<file path="config.mk">
export PLATFORM = sky130hd
export DESIGN_NAME = instr_assembler
export DESIGN_NICKNAME = d
export VERILOG_FILES = /design/src/rtl/instr_assembler.sv
export SDC_FILE = /design/constraint.sdc
export NUM_CORES = 1
export LEC_CHECK = 0
export CAP_MARGIN = 15
export CORE_MARGIN = 5
export CORE_UTILIZATION = 40
export DETAILED_ROUTE_END_ITERATION = 6
export DONT_BUFFER_PORTS = 1
export HOLD_SLACK_MARGIN = 0.03
export PLACE_DENSITY_LB_ADDON = 0.15
export SLEW_MARGIN = 15
export SYNTH_ARGS = -nofsm -noshare
export SYNTH_HDL_FRONTEND = slang
export SYNTH_SLANG_ARGS = --single-unit
</file>
<file path="constraint.sdc">
create_clock -name clk -period 2.2 [get_ports clk]
set_input_delay 0.44 -clock clk [delete_from_list [all_inputs] [get_ports clk]]
set_output_delay 0.44 -clock clk [all_outputs]
set_load 0.1 [all_outputs]
</file>
<file path="src/rtl/instr_assembler.sv">
// instr_assembler: packs decoded MIPS-32 R/I/J field sets into 32-bit words,
// queues them in a small FIFO and streams them into instruction memory at
// consecutive word addresses. Acts as the program loader in front of the imem.
module instr_assembler #(
   parameter int unsigned DEPTH     = 4,
   parameter int unsigned ADDR_W    = 8,
   parameter int unsigned BASE_ADDR = 0
) (
   input  logic                     clk,
   input  logic                     rst_n,
   input  logic                     flush,
   input  logic                     in_valid,
   output logic                     in_ready,
   input  logic [1:0]               fmt,
   input  logic [5:0]               opcode,
   input  logic [4:0]               rs,
   input  logic [4:0]               rt,
   input  logic [4:0]               rd,
   input  logic [4:0]               shamt,
   input  logic [5:0]               funct,
   input  logic [15:0]              immediate,
   input  logic [25:0]              adress,
   output logic                     mem_we,
   input  logic                     mem_ack,
   output logic [ADDR_W-1:0]        mem_addr,
   output logic [31:0]              mem_wdata,
   output logic [$clog2(DEPTH):0]   count,
   output logic                     err_fmt,
   output logic                     wrapped
);

   localparam int unsigned PTR_W = $clog2(DEPTH);
   localparam int unsigned CNT_W = PTR_W + 1;
   localparam logic [CNT_W-1:0]  FULL_CNT = CNT_W'(DEPTH);
   localparam logic [ADDR_W-1:0] BASE     = ADDR_W'(BASE_ADDR);
   localparam logic [ADDR_W-1:0] ADDR_MAX = '1;

   typedef enum logic [1:0] {
      FMT_R   = 2'b00,
      FMT_I   = 2'b01,
      FMT_J   = 2'b10,
      FMT_BAD = 2'b11
   } fmt_e;

   logic [31:0]       slot_q [DEPTH];
   logic [PTR_W-1:0]  wr_ptr_q, wr_ptr_d;
   logic [PTR_W-1:0]  rd_ptr_q, rd_ptr_d;
   logic [CNT_W-1:0]  count_q, count_d;
   logic [ADDR_W-1:0] addr_q, addr_d;
   logic              wrapped_q, wrapped_d;
   logic              err_fmt_q, err_fmt_d;

   logic [31:0]       packed_word;
   logic              push;
   logic              pop;

   // Pack the field set according to its format; unused fields are ignored.
   always_comb begin
      // NOTE: every signal assigned in always_comb gets a default first so no path leaves it unassigned (no latch).
      packed_word = '0;
      unique case (fmt_e'(fmt))
         FMT_R:   packed_word = {opcode, rs, rt, rd, shamt, funct};
         FMT_I:   packed_word = {opcode, rs, rt, immediate};
         FMT_J:   packed_word = {opcode, adress};
         FMT_BAD: packed_word = '0;
      endcase
   end

   // Handshakes: flush blocks pushes and discards any pop in the same cycle.
   assign in_ready  = (count_q < FULL_CNT) && !flush;
   assign mem_we    = (count_q != '0);
   assign push      = in_valid && in_ready && (fmt != FMT_BAD);
   assign pop       = mem_we && mem_ack && !flush;
   assign mem_wdata = mem_we ? slot_q[rd_ptr_q] : '0;
   assign mem_addr  = addr_q;
   assign count     = count_q;
   assign err_fmt   = err_fmt_q;
   assign wrapped   = wrapped_q;

   // Next-state for pointers, occupancy, address counter and status flags.
   always_comb begin
      wr_ptr_d  = wr_ptr_q;
      rd_ptr_d  = rd_ptr_q;
      count_d   = count_q;
      addr_d    = addr_q;
      wrapped_d = wrapped_q;
      err_fmt_d = in_valid && in_ready && (fmt == FMT_BAD);
      if (flush) begin
         wr_ptr_d  = '0;
         rd_ptr_d  = '0;
         count_d   = '0;
         addr_d    = BASE;
         wrapped_d = 1'b0;
      end else begin
         if (push) wr_ptr_d = wr_ptr_q + PTR_W'(1);
         if (pop) begin
            rd_ptr_d = rd_ptr_q + PTR_W'(1);
            addr_d   = addr_q + ADDR_W'(1);
            if (addr_q == ADDR_MAX) wrapped_d = 1'b1;
         end
         unique case ({push, pop})
            2'b10:   count_d = count_q + CNT_W'(1);
            2'b01:   count_d = count_q - CNT_W'(1);
            default: count_d = count_q;
         endcase
      end
   end

   // Control state registers with asynchronous reset.
   always_ff @(posedge clk or negedge rst_n) begin
      // NOTE: sequential state uses non-blocking assignments so every flop samples pre-edge values.
      if (!rst_n) begin
         wr_ptr_q  <= '0;
         rd_ptr_q  <= '0;
         count_q   <= '0;
         addr_q    <= BASE;
         wrapped_q <= 1'b0;
         err_fmt_q <= 1'b0;
      end else begin
         wr_ptr_q  <= wr_ptr_d;
         rd_ptr_q  <= rd_ptr_d;
         count_q   <= count_d;
         addr_q    <= addr_d;
         wrapped_q <= wrapped_d;
         err_fmt_q <= err_fmt_d;
      end
   end

   // FIFO storage written at the tail on each accepted push.
   always_ff @(posedge clk) begin
      // NOTE: storage is deliberately not reset; count gates it, so stale slots are never observed.
      if (push) slot_q[wr_ptr_q] <= packed_word;
   end

endmodule

</file>
==> flow_summary.toml <==
[floorplanning]
core_sq_mm = 0.0153
die_h_um = 135
ios = 128
dieArea_sq_mm = 0.0184
fp.dieW_um = 135
initial_core_util_pct = 41.1
rows = 45

[grt]
grt_overflow = 0
first_global_vias = 3851
met3_usage_pct = 4.64
antenna_found_initial = 1
use_met2_pct = 27.6
grt_pass1_wl_um = 21100
grt_max_degree = 33
grt_use_met1_pct = 17.9
grt.busiest_layer = "met2"
grt_util_all_layers_pct = 15.6

[worst_setup_path]
regToRegSetupSlack_ps = 90
slowest_stage = "mux4_2"
cp-start-kind = "register"
crit_arrival_ps = 1910
timing_worst_setup_path_type = "reg2out"
crit_top_cell = "buf_12"
rr_endpoint = "count[2]"
critPathRequiredTime_ps = 1760
r2r_cells = 8
critPathMaxStageDelay_ps = 510
endpoint_kind = "output pin"
path_cells = "buf_8 -> buf_12 -> mux4_2 -> nor2b_4 -> buf_12"
critPathMaxFanout = 8
reg2reg_from = "count[2]"

[routing]
vias_per_cell = 5.04
drt_iter0_drc = 226
wire_per_inst_um = 19.7
num_vias = 3491
drtAntennaViolNets = 0
remaining_drc_errors = 0
wl_um = 13600
first_pass_iters = 4

[sta]
finalMaxSlewViolations = 0
rsz0062_at_grt = "true"
timing.fmax_mhz = 426
max-slew-margin-rel_pct = 43.4
tightestPinTransition_ps = 846
clock-skew-final_ps = 5.51
setup_viol = 31
finalSetupTns_ps = -3690
min_period_ps = 2350
fin_crit_sh_pct = 107
finalHoldViolCount = 0
post-route-worst-setup-slack_ps = -147

[clocking]
clock_sinks = 145
clk_path_buf_depth = 2
htree_num_levels = 4
clk_pin_slew_ps = 50
cts_buffers = 17
cts_root_buf = "clkbuf_16"
clk_latency_ps = 410
cts_tree = "built"

[yosys]
ys_ff_latch = 145
yosysSeqAreaShare_pct = 67.8
syn_inst = 390
synthTopCellsByArea = "edfxtp_1, mux4_2, dfrtp_1"
synth_area_sq_mm = 0.00630
ys_warn_count = 0
netlist.area_leader.share_pct = 61.0
synth_nets = 477
synth_cell_types = 35
synth.avg_cell_area_sq_um = 16.1
synth_area_leader_cell = "edfxtp_1"

[place]
dp_hpwl_um = 8970
place_congestion = 0.773
io_buffer_count = 0

[power]
p_total_mw = 13.7
power_density_mw_per_mm2 = 1610
p_leak_nw = 3.09
irDropWorstVdd_v = 0.000834

[final_layout]
filler_cell_count = 1228
nNetsFinal = 555
drive_gt1_share_pct = 39.5
syn_to_final_growth_pct = 35.3
antenna_cells = 0
postLayoutCoreUtil_pct = 55.6

[status]
violations = "setup timing"
status = "finished, violations left"

[min_path]
hold_end = "mem_addr[1]"
holdCritPathClass = "in2reg"
whs_path_depth = 1
hold_start = "flush"

[run]
maxCapViolCount = 0
## cells in the final DEF (no fill, tap or decap), types with 3 or more instances in the layout
master / count
and2_1: 6
and2_2: 4
and3_1: 3
buf_12: 46
buf_4: 31
bufinv_16: 3
clkbuf_16: 18
clkinv_1: 4
clkinv_2: 3
clkinvlp_4: 3
dfrtp_1: 12
dfrtp_4: 3
edfxtp_1: 128
ha_1: 5
inv_1: 13
mux2i_1: 18
mux4_2: 32
nand2_1: 32
nand4_1: 4
nor2_1: 13
nor2b_1: 4
nor2b_4: 32
o21ai_0: 25
xnor2_1: 5
xor2_1: 6
## cells in the mapped netlist (all sizes together)
master,instances
a311o,1
and3,3
mux2,2
nand2,34
inv,14
clkbuf,11
mux2i,18
ha,5
and4,1
nand4,4
dfrtp,17
or2b,1
o21ai,26
a21oi,3
fa,1
buf,11
nand3,1
xnor2,5
nor3,2
o31a,2
o31ai,1
xor2,6
nand2b,1
edfxtp,128
nor2,14
nor2b,36
and2,10
mux4,32
## stage by stage
step           area (sq um)  std cells  worst slack, ps  hold WS [ps]
2_1_floorplan          6580        390             -544           144
3_3_place_gp           7770        645              121           145
3_5_place_dp           7770        645             98.6           145
4_1_cts                8450        687             -182          61.5
5_1_grt                8520        692             -208          67.6
6_report               8520        692             -147          90.7
## layer usage
layer / part of all wire [%] / wire length (um)
met1: 40 / 5430
met2: 54 / 7300
met3: 5.3 / 726
met4: 1.3 / 174
met5: 0.051 / 7
## worst max-delay path, delay by kind of cell, from the launching register on
family / cells / cell delay (ps)
buffers and inverters: 3 / 460
and+or+nand+nor: 1 / 150
DFF: 1 / 370
muxes: 1 / 510
## where the power goes
part / internal, mW / switching (mW)
Sequential: 3.18 / 0.0960
Combinational: 3.12 / 4.58
Clock: 1.76 / 1.01
Total: 8.06 / 5.68
## worst max path at each step
stage                      from            end  slack, ps  cells past startpoint
floorplan              count[2]       count[2]       -540                      8
global placement       count[2]       count[2]        120                      8
detailed placement     count[2]       count[2]        100                      8
CTS                 rd_ptr_q[0]  mem_wdata[14]       -180                      5
global route        rd_ptr_q[0]  mem_wdata[30]       -210                      5
finish              rd_ptr_q[0]  mem_wdata[30]       -150                      5
## cell families after synthesis
group / after synthesis / share of synthesized area (%)
AO/OA/AOI/OAI: 33 / 2.96
XOR/XNOR: 11 / 1.53
adder cells (fa/ha/maj): 6 / 1.31
buffers and inverters: 36 / 2.80
flip-flops: 145 / 67.8
multiplexers: 52 / 14.7
AND/OR/NAND/NOR: 107 / 8.88
## sequential cells by signal, indices dropped and copies added, names as in the netlist
register  flops
err_fmt       1
wrapped       1
mem_addr      8
count         3
slot_q      128
wr_ptr_q      2
rd_ptr_q      2
## area by class of cell
class / count / area (sq um) / area share (%)
inverters: 14 / 56.3 / 0.661
clock buffers: 19 / 433 / 5.08
multi-input cells: 209 / 2120 / 24.9
well taps: 211 / 264 / 3.10
repair buffers: 81 / 1220 / 14.3
flip-flops and latches: 145 / 4280 / 50.3
clock inverters: 13 / 144 / 1.69
## repair_timing
action	CTS	global route
setup buffers	9	4
gates resized for setup	4	3
hold endpoints to repair	17	0
setup endpoints to repair	33	32
cloned	0	1
hold buffers	1	0
pin swaps	0	0
Note: power is estimated with default switching activity, not from simulation.
